**config.mk**
```make
export PLATFORM = sky130hd
export DESIGN_NAME = apb_arb2
export DESIGN_NICKNAME = d
export VERILOG_FILES = /design/src/rtl/apb_arb2.sv
export SDC_FILE = /design/constraint.sdc
export NUM_CORES = 1
export LEC_CHECK = 0
export BUFFER_PORTS_ARGS = -buffer_cell sky130_fd_sc_hd__buf_2
export CAP_MARGIN = 20
export CORE_AREA = 2 2 88 90
export CTS_CLUSTER_DIAMETER = 60
export DETAILED_ROUTE_END_ITERATION = 10
export DIE_AREA = 0 0 90 92
export MAX_ROUTING_LAYER = met4
export PLACE_DENSITY_LB_ADDON = 0.12
export SETUP_SLACK_MARGIN = 0.1
export SKIP_LAST_GASP = 1
export SLEW_MARGIN = 20
export SYNTH_ARGS = -nofsm -noshare
export SYNTH_HDL_FRONTEND = slang
export SYNTH_SLANG_ARGS = --single-unit
export TNS_END_PERCENT = 30
```
**constraint.sdc**
```tcl
create_clock -name pclk -period 3.09 [get_ports pclk]
set_input_delay 0.309 -clock pclk [delete_from_list [all_inputs] [get_ports pclk]]
set_output_delay 0.309 -clock pclk [all_outputs]
set_load 0.005 [all_outputs]
```
**src/rtl/apb_arb2.sv**
```systemverilog
// Two-master APB arbiter sharing one APB slave.
// Round-robin grant, one IDLE cycle between transfers.
module apb_arb2 #(
   parameter int AW = 5,
   parameter int DW = 32
) (
   input  logic          pclk,
   input  logic          presetn,
   input  logic [AW-1:0] m0_paddr,
   input  logic [DW-1:0] m0_pwdata,
   input  logic          m0_psel,
   input  logic          m0_penable,
   input  logic          m0_pwrite,
   output logic [DW-1:0] m0_prdata,
   output logic          m0_pready,
   output logic          m0_pslverr,
   input  logic [AW-1:0] m1_paddr,
   input  logic [DW-1:0] m1_pwdata,
   input  logic          m1_psel,
   input  logic          m1_penable,
   input  logic          m1_pwrite,
   output logic [DW-1:0] m1_prdata,
   output logic          m1_pready,
   output logic          m1_pslverr,
   output logic [AW-1:0] s_paddr,
   output logic [DW-1:0] s_pwdata,
   output logic          s_psel,
   output logic          s_penable,
   output logic          s_pwrite,
   input  logic [DW-1:0] s_prdata,
   input  logic          s_pready,
   input  logic          s_pslverr,
   output logic [1:0]    gnt
);

   typedef enum logic [1:0] {
      IDLE   = 2'b00,
      SETUP  = 2'b01,
      ACCESS = 2'b10
   } state_t;

   state_t     state;
   logic       ptr;
   logic [1:0] req;
   logic [1:0] pick;
   logic       acc;
   logic       unused_pen;

   assign req = {m1_psel, m0_psel};
   assign acc = (state == ACCESS);

   // penable plays no part in arbitration
   assign unused_pen = m0_penable ^ m1_penable;

   // ptr=1 means m1 wins a tie (m0 was served last)
   always_comb begin
      pick = 2'b00;
      case (req)
         2'b01:   pick = 2'b01;
         2'b10:   pick = 2'b10;
         2'b11:   pick = ptr ? 2'b10 : 2'b01;
         default: pick = 2'b00;
      endcase
   end

   always_ff @(posedge pclk or negedge presetn) begin
      if (!presetn) begin
         state <= IDLE;
         gnt   <= 2'b00;
         ptr   <= 1'b0;
      end else begin
         case (state)
            IDLE: begin
               if (pick != 2'b00) begin
                  gnt   <= pick;
                  state <= SETUP;
               end
            end
            SETUP: state <= ACCESS;
            ACCESS: begin
               if (s_pready) begin
                  state <= IDLE;
                  gnt   <= 2'b00;
                  ptr   <= gnt[0];
               end
            end
            default: begin
               state <= IDLE;
               gnt   <= 2'b00;
            end
         endcase
      end
   end

   assign s_psel    = (state == SETUP) | acc;
   assign s_penable = acc;

   // gnt is zero in IDLE, so the bus idles at zero
   always_comb begin
      s_paddr  = '0;
      s_pwdata = '0;
      s_pwrite = 1'b0;
      unique case (1'b1)
         gnt[0]: begin
            s_paddr  = m0_paddr;
            s_pwdata = m0_pwdata;
            s_pwrite = m0_pwrite;
         end
         gnt[1]: begin
            s_paddr  = m1_paddr;
            s_pwdata = m1_pwdata;
            s_pwrite = m1_pwrite;
         end
         default: begin
            s_paddr  = '0;
            s_pwdata = '0;
            s_pwrite = 1'b0;
         end
      endcase
   end

   assign m0_pready  = acc & gnt[0] & s_pready;
   assign m1_pready  = acc & gnt[1] & s_pready;
   assign m0_prdata  = (acc & gnt[0]) ? s_prdata : '0;
   assign m1_prdata  = (acc & gnt[1]) ? s_prdata : '0;
   assign m0_pslverr = acc & gnt[0] & s_pslverr;
   assign m1_pslverr = acc & gnt[1] & s_pslverr;

endmodule

```
[After elaboration in Yosys (flattened, before gate mapping)]
Cells that the tools add are included.
Word-level totals
  output and inout port bits: 110
  input bits: 116
  register bits after elaboration: 5
Cells by class
  mux-type cells: 12
  equal/unequal tests: 7
  reductions and logical operators: 5
  bitwise operators: 8
Operators by type and width (number)
  32-bit two-way mux: 2
  32-bit one-hot mux with 2 select lines: 1
  2-bit one-hot mux with 3 select lines: 3
  5-bit one-hot mux with 2 select lines: 1
  2-bit two-way mux: 4
  1-bit AND: 6
  2-bit == test (second input constant): 3
  2-bit by 1-bit == test with 1-bit output (second input constant): 2
  2-bit inequality test (second input constant): 2
  2-bit AND reduction: 2
  3-bit AND reduction: 1
  2-bit logical NOT: 1
  1-bit one-hot mux with 2 select lines: 1
  2-bit nonzero test: 1
  1-bit NOT: 1
  1-bit bitwise OR: 1

[Depth between registers and ports, before layout]
  depth after elaboration: 5
  gate-level depth with buffers: 5
  depth with buffers taken out: 5

[Worst setup path before layout]
Ideal clock, no wire load.
  path type: reg2out
  start point: register state[0]
  end point: output port m1_prdata[21]
  path slack: 1.554 ns
  required time: 2.781 ns
  buffers on the path: 2
  arrival: 1.227 ns
  stages on the path, launching flop included: 6
  cell sequence: dfrtp_1 > inv_1 > ha_1 > clkbuf_2 > clkbuf_2 > and3_1
Between the ends
  word-level cells in the longest chain between the ends: 3
Ends and longest elaborated chain
  start, declared: line 42  | state_t state;
  start signal, assigned: line 68  | state <= IDLE;
  start signal, assigned: line 76  | state <= SETUP;
  start signal, assigned: line 79  | SETUP: state <= ACCESS;
  2-bit == test: line 50  | assign acc = (state == ACCESS);
  via s_penable: line 28  | output logic s_penable,
  1-bit AND: line 125  | assign m1_prdata = (acc & gnt[1]) ? s_prdata : '0;
  32-bit two-way mux: line 125
  end, declared: line 22  | output logic [DW-1:0] m1_prdata,
The timed path passes the listed nets, and every way through them passes these cells.

[Worst setup path after layout]
  start point: register state[0]
  end point: output port m0_prdata[2]
Between the ends
  word-level cells in the longest chain between the ends: 3
Ends and longest elaborated chain
  2-bit == test: line 50
  1-bit AND: line 124  | assign m0_prdata = (acc & gnt[0]) ? s_prdata : '0;
  32-bit two-way mux: line 124
  end, declared: line 14  | output logic [DW-1:0] m0_prdata,
No other way between the ends.

==> results_dict.tcl <==
set metrics [dict create \
    outcome "complete, no violations" \
    seqCellArea_um2 128 \
    slew_viol_final 0 \
    start_util_pct 15.3 \
    dieArea_um2 8280 \
    postSynthAreaPerCell_um2 7.35 \
    finClkSkew_ns 0.00126 \
    grt_overflow_total 0 \
    numClockSinks 5 \
    finalSetupViolations 0 \
    fp.dieH_um 92 \
    hold_violations 0 \
    placed_area_um2 2320 \
    gp_congestion 0.753 \
    crit_slowest_cell "ha_2" \
    min_path_type "in -> reg" \
    route.detailed.drc 0 \
    fmax_mhz 446 \
    setup-tns-final_ns 0 \
    drtIter0Drc 58 \
    layout-drive-gt1-share_pct 65.4 \
    cp-start-kind "register" \
    criticalPathCategory "reg -> out" \
    clock_latency_ns 0.22 \
    num-fill-cells 831 \
    synth_seq_cells 5 \
    synth_area_um2 1140 \
    ant_nets 0 \
    grt_pass1_wl_um 8980 \
    end_kind "primary output" \
    synth_edf_count 0 \
    final_area_um2 2380 \
    syn_inst 155 \
    vias 1978 \
    synth_warnings 0 \
    synth_commonest_cells "68 x and3_1, 38 x a22o_1, 19 x clkbuf_1, 5 x dfrtp_1" \
    async_reset_ff_share_pct 100 \
    slowest_delay_ns 0.63 \
    required_ns 2.78 \
    synth-main-ff-cell "dfrtp_1" \
    cts_tree "built" \
    total_power_mw 1.29 \
    critPathBufInv 3 \
    dpl.hpwl_um 4960 \
    critical_path.top_delay_family "adder cells" \
    antenna_found_initial 0 \
    worstPathCellList "inv_1 -> ha_2 -> buf_4 -> and3_1 -> buf_2" \
    slew_headroom_pct 55.5 \
    ys_types 17 \
    wire_per_inst_um 13.4 \
    multi_input_area_um2 908 \
    syn_nets 274 \
    yosysSeqAreaShare_pct 11.0 \
    numCtsBuffers 3 \
    htreeDepth 1 \
    synth_top_area_cell "and3_1" \
    clockBufferDepth 2 \
    rows 32 \
    cap_violations 0 \
    clk_pin_slew_worst_paths_ns 0.04 \
    p_leak_nw 1.77 \
    grt_max_degree 57 \
    portBuffers 223 \
    grt_usage_pct 13.3 \
    vias_per_cell 4.24 \
    diodes 0 \
    wl_um 6230 \
    path_max_fanout 49 \
    worst_pin_slew_ns 0.667 \
    grt_pass1_vias 1714 \
    critical_path_arrival_ns 1.93 \
    drt_pass1_iterations 4 \
    die_x_um 90 \
    cts_root_buf "clkbuf_8" \
    synth_top_area_share_pct 37.4 \
    design.core.area_um2 7450 \
    rsz0062_at_grt "false" \
    timing.final.crit_share_pct 72.6 \
    syn_to_final_growth_pct 109 \
    period_minus_slack_ns 2.24 \
    power_density_nw_per_um2 544 \
    ios 226 \
    layout.nets 484 \
    ir_drop_mv 0.317 \
    synth_area_leaders "and3_1 37%, a22o_1 29%, dfrtp_1 11%, clkbuf_1 6.3%, ha_1 3.3%" \
    synth.most_common_cell "and3_1" \
]
## what timing repair did
| action | 4_1_cts | 5_1_grt |
|---|---|---|
| buffers inserted | 0 | 0 |
| hold buffers | 1 | 0 |
| endpoints found under the hold margin | 5 | 0 |
| resized for setup | 0 | 0 |
## worst paths after layout
kind,start,to,slack (ns),cells past startpoint
min,s_pready,ptr$_DFFE_PN0P_,0.41,3
min reg2reg,ptr$_DFFE_PN0P_,ptr$_DFFE_PN0P_,0.51,1
max,state[0]$_DFFE_PN0P_,m0_prdata[2],0.85,5
max in group asynchronous,presetn,gnt[0]$_DFFE_PN0P_,2.50,2
max reg2reg,state[0]$_DFFE_PN0P_,gnt[0]$_DFFE_PN0P_,1.21,5
min in group asynchronous,presetn,ptr$_DFFE_PN0P_,0.44,2
## flip-flops by register name, summed over array words and instances (netlist names)
name	cells
state	2
gnt	2
ptr	1
## stage by stage
step | cells | hold WS, ns | utilization [%] | setup slack (ns)
after detailed placement | 461 | 0.140 | 31.2 | 1.09
final | 466 | 0.410 | 31.9 | 0.848
after CTS | 466 | 0.410 | 31.9 | 0.845
after floorplan | 155 | 0.0134 | - | 1.55
after global placement | 461 | 0.138 | 31.2 | 1.13
after global routing | 466 | 0.436 | 31.9 | 0.644
## layout make-up
class,instances,share of cell area (%)
multi-input combinational,124,38.2
timing repair buffer,228,48.7
sequential,5,5.37
inverter,3,0.474
clock buffer,4,1.90
tap,102,5.37
## logic make-up after synthesis
kind of cell	count (synthesis)	synth area share, %
AOI/OAI and AO/OA	45	33.4
DFF	5	11.0
muxes	3	2.97
adders and majority gates	3	3.30
buffers and inverters	26	9.45
and+or+nand+nor	73	39.9
## cells in the final DEF (no fill, tap or decap), drive strengths merged
master       count
ha               3
o21ai            1
and3            68
dlygate4sd3      1
dfrtp            5
nor2b            1
inv              3
clkbuf           4
nand2            3
buf            227
a21o             1
a22o            38
a211oi           1
nor2             1
mux2             3
o21a             1
a21oi            3
## power by group
group	switching, mW	internal, mW
sequential	0.0681	0.0971
combinational	0.505	0.501
clock	0.0336	0.0887
total	0.607	0.686
## layer usage
layer	track usage (%)	routed length (um)	part of all wire, %
met5	-	0	0
met4	1.92	15	0.24
met1	15.3	2510	40
met2	24.9	3290	53
met3	2.30	413	6.6
## worst min-delay path, cell delays in order
cell and delay (ns):
buf_2 0.13, nand2_1 0.06, a21o_1 0.10
(Power assumes the default switching activity.)
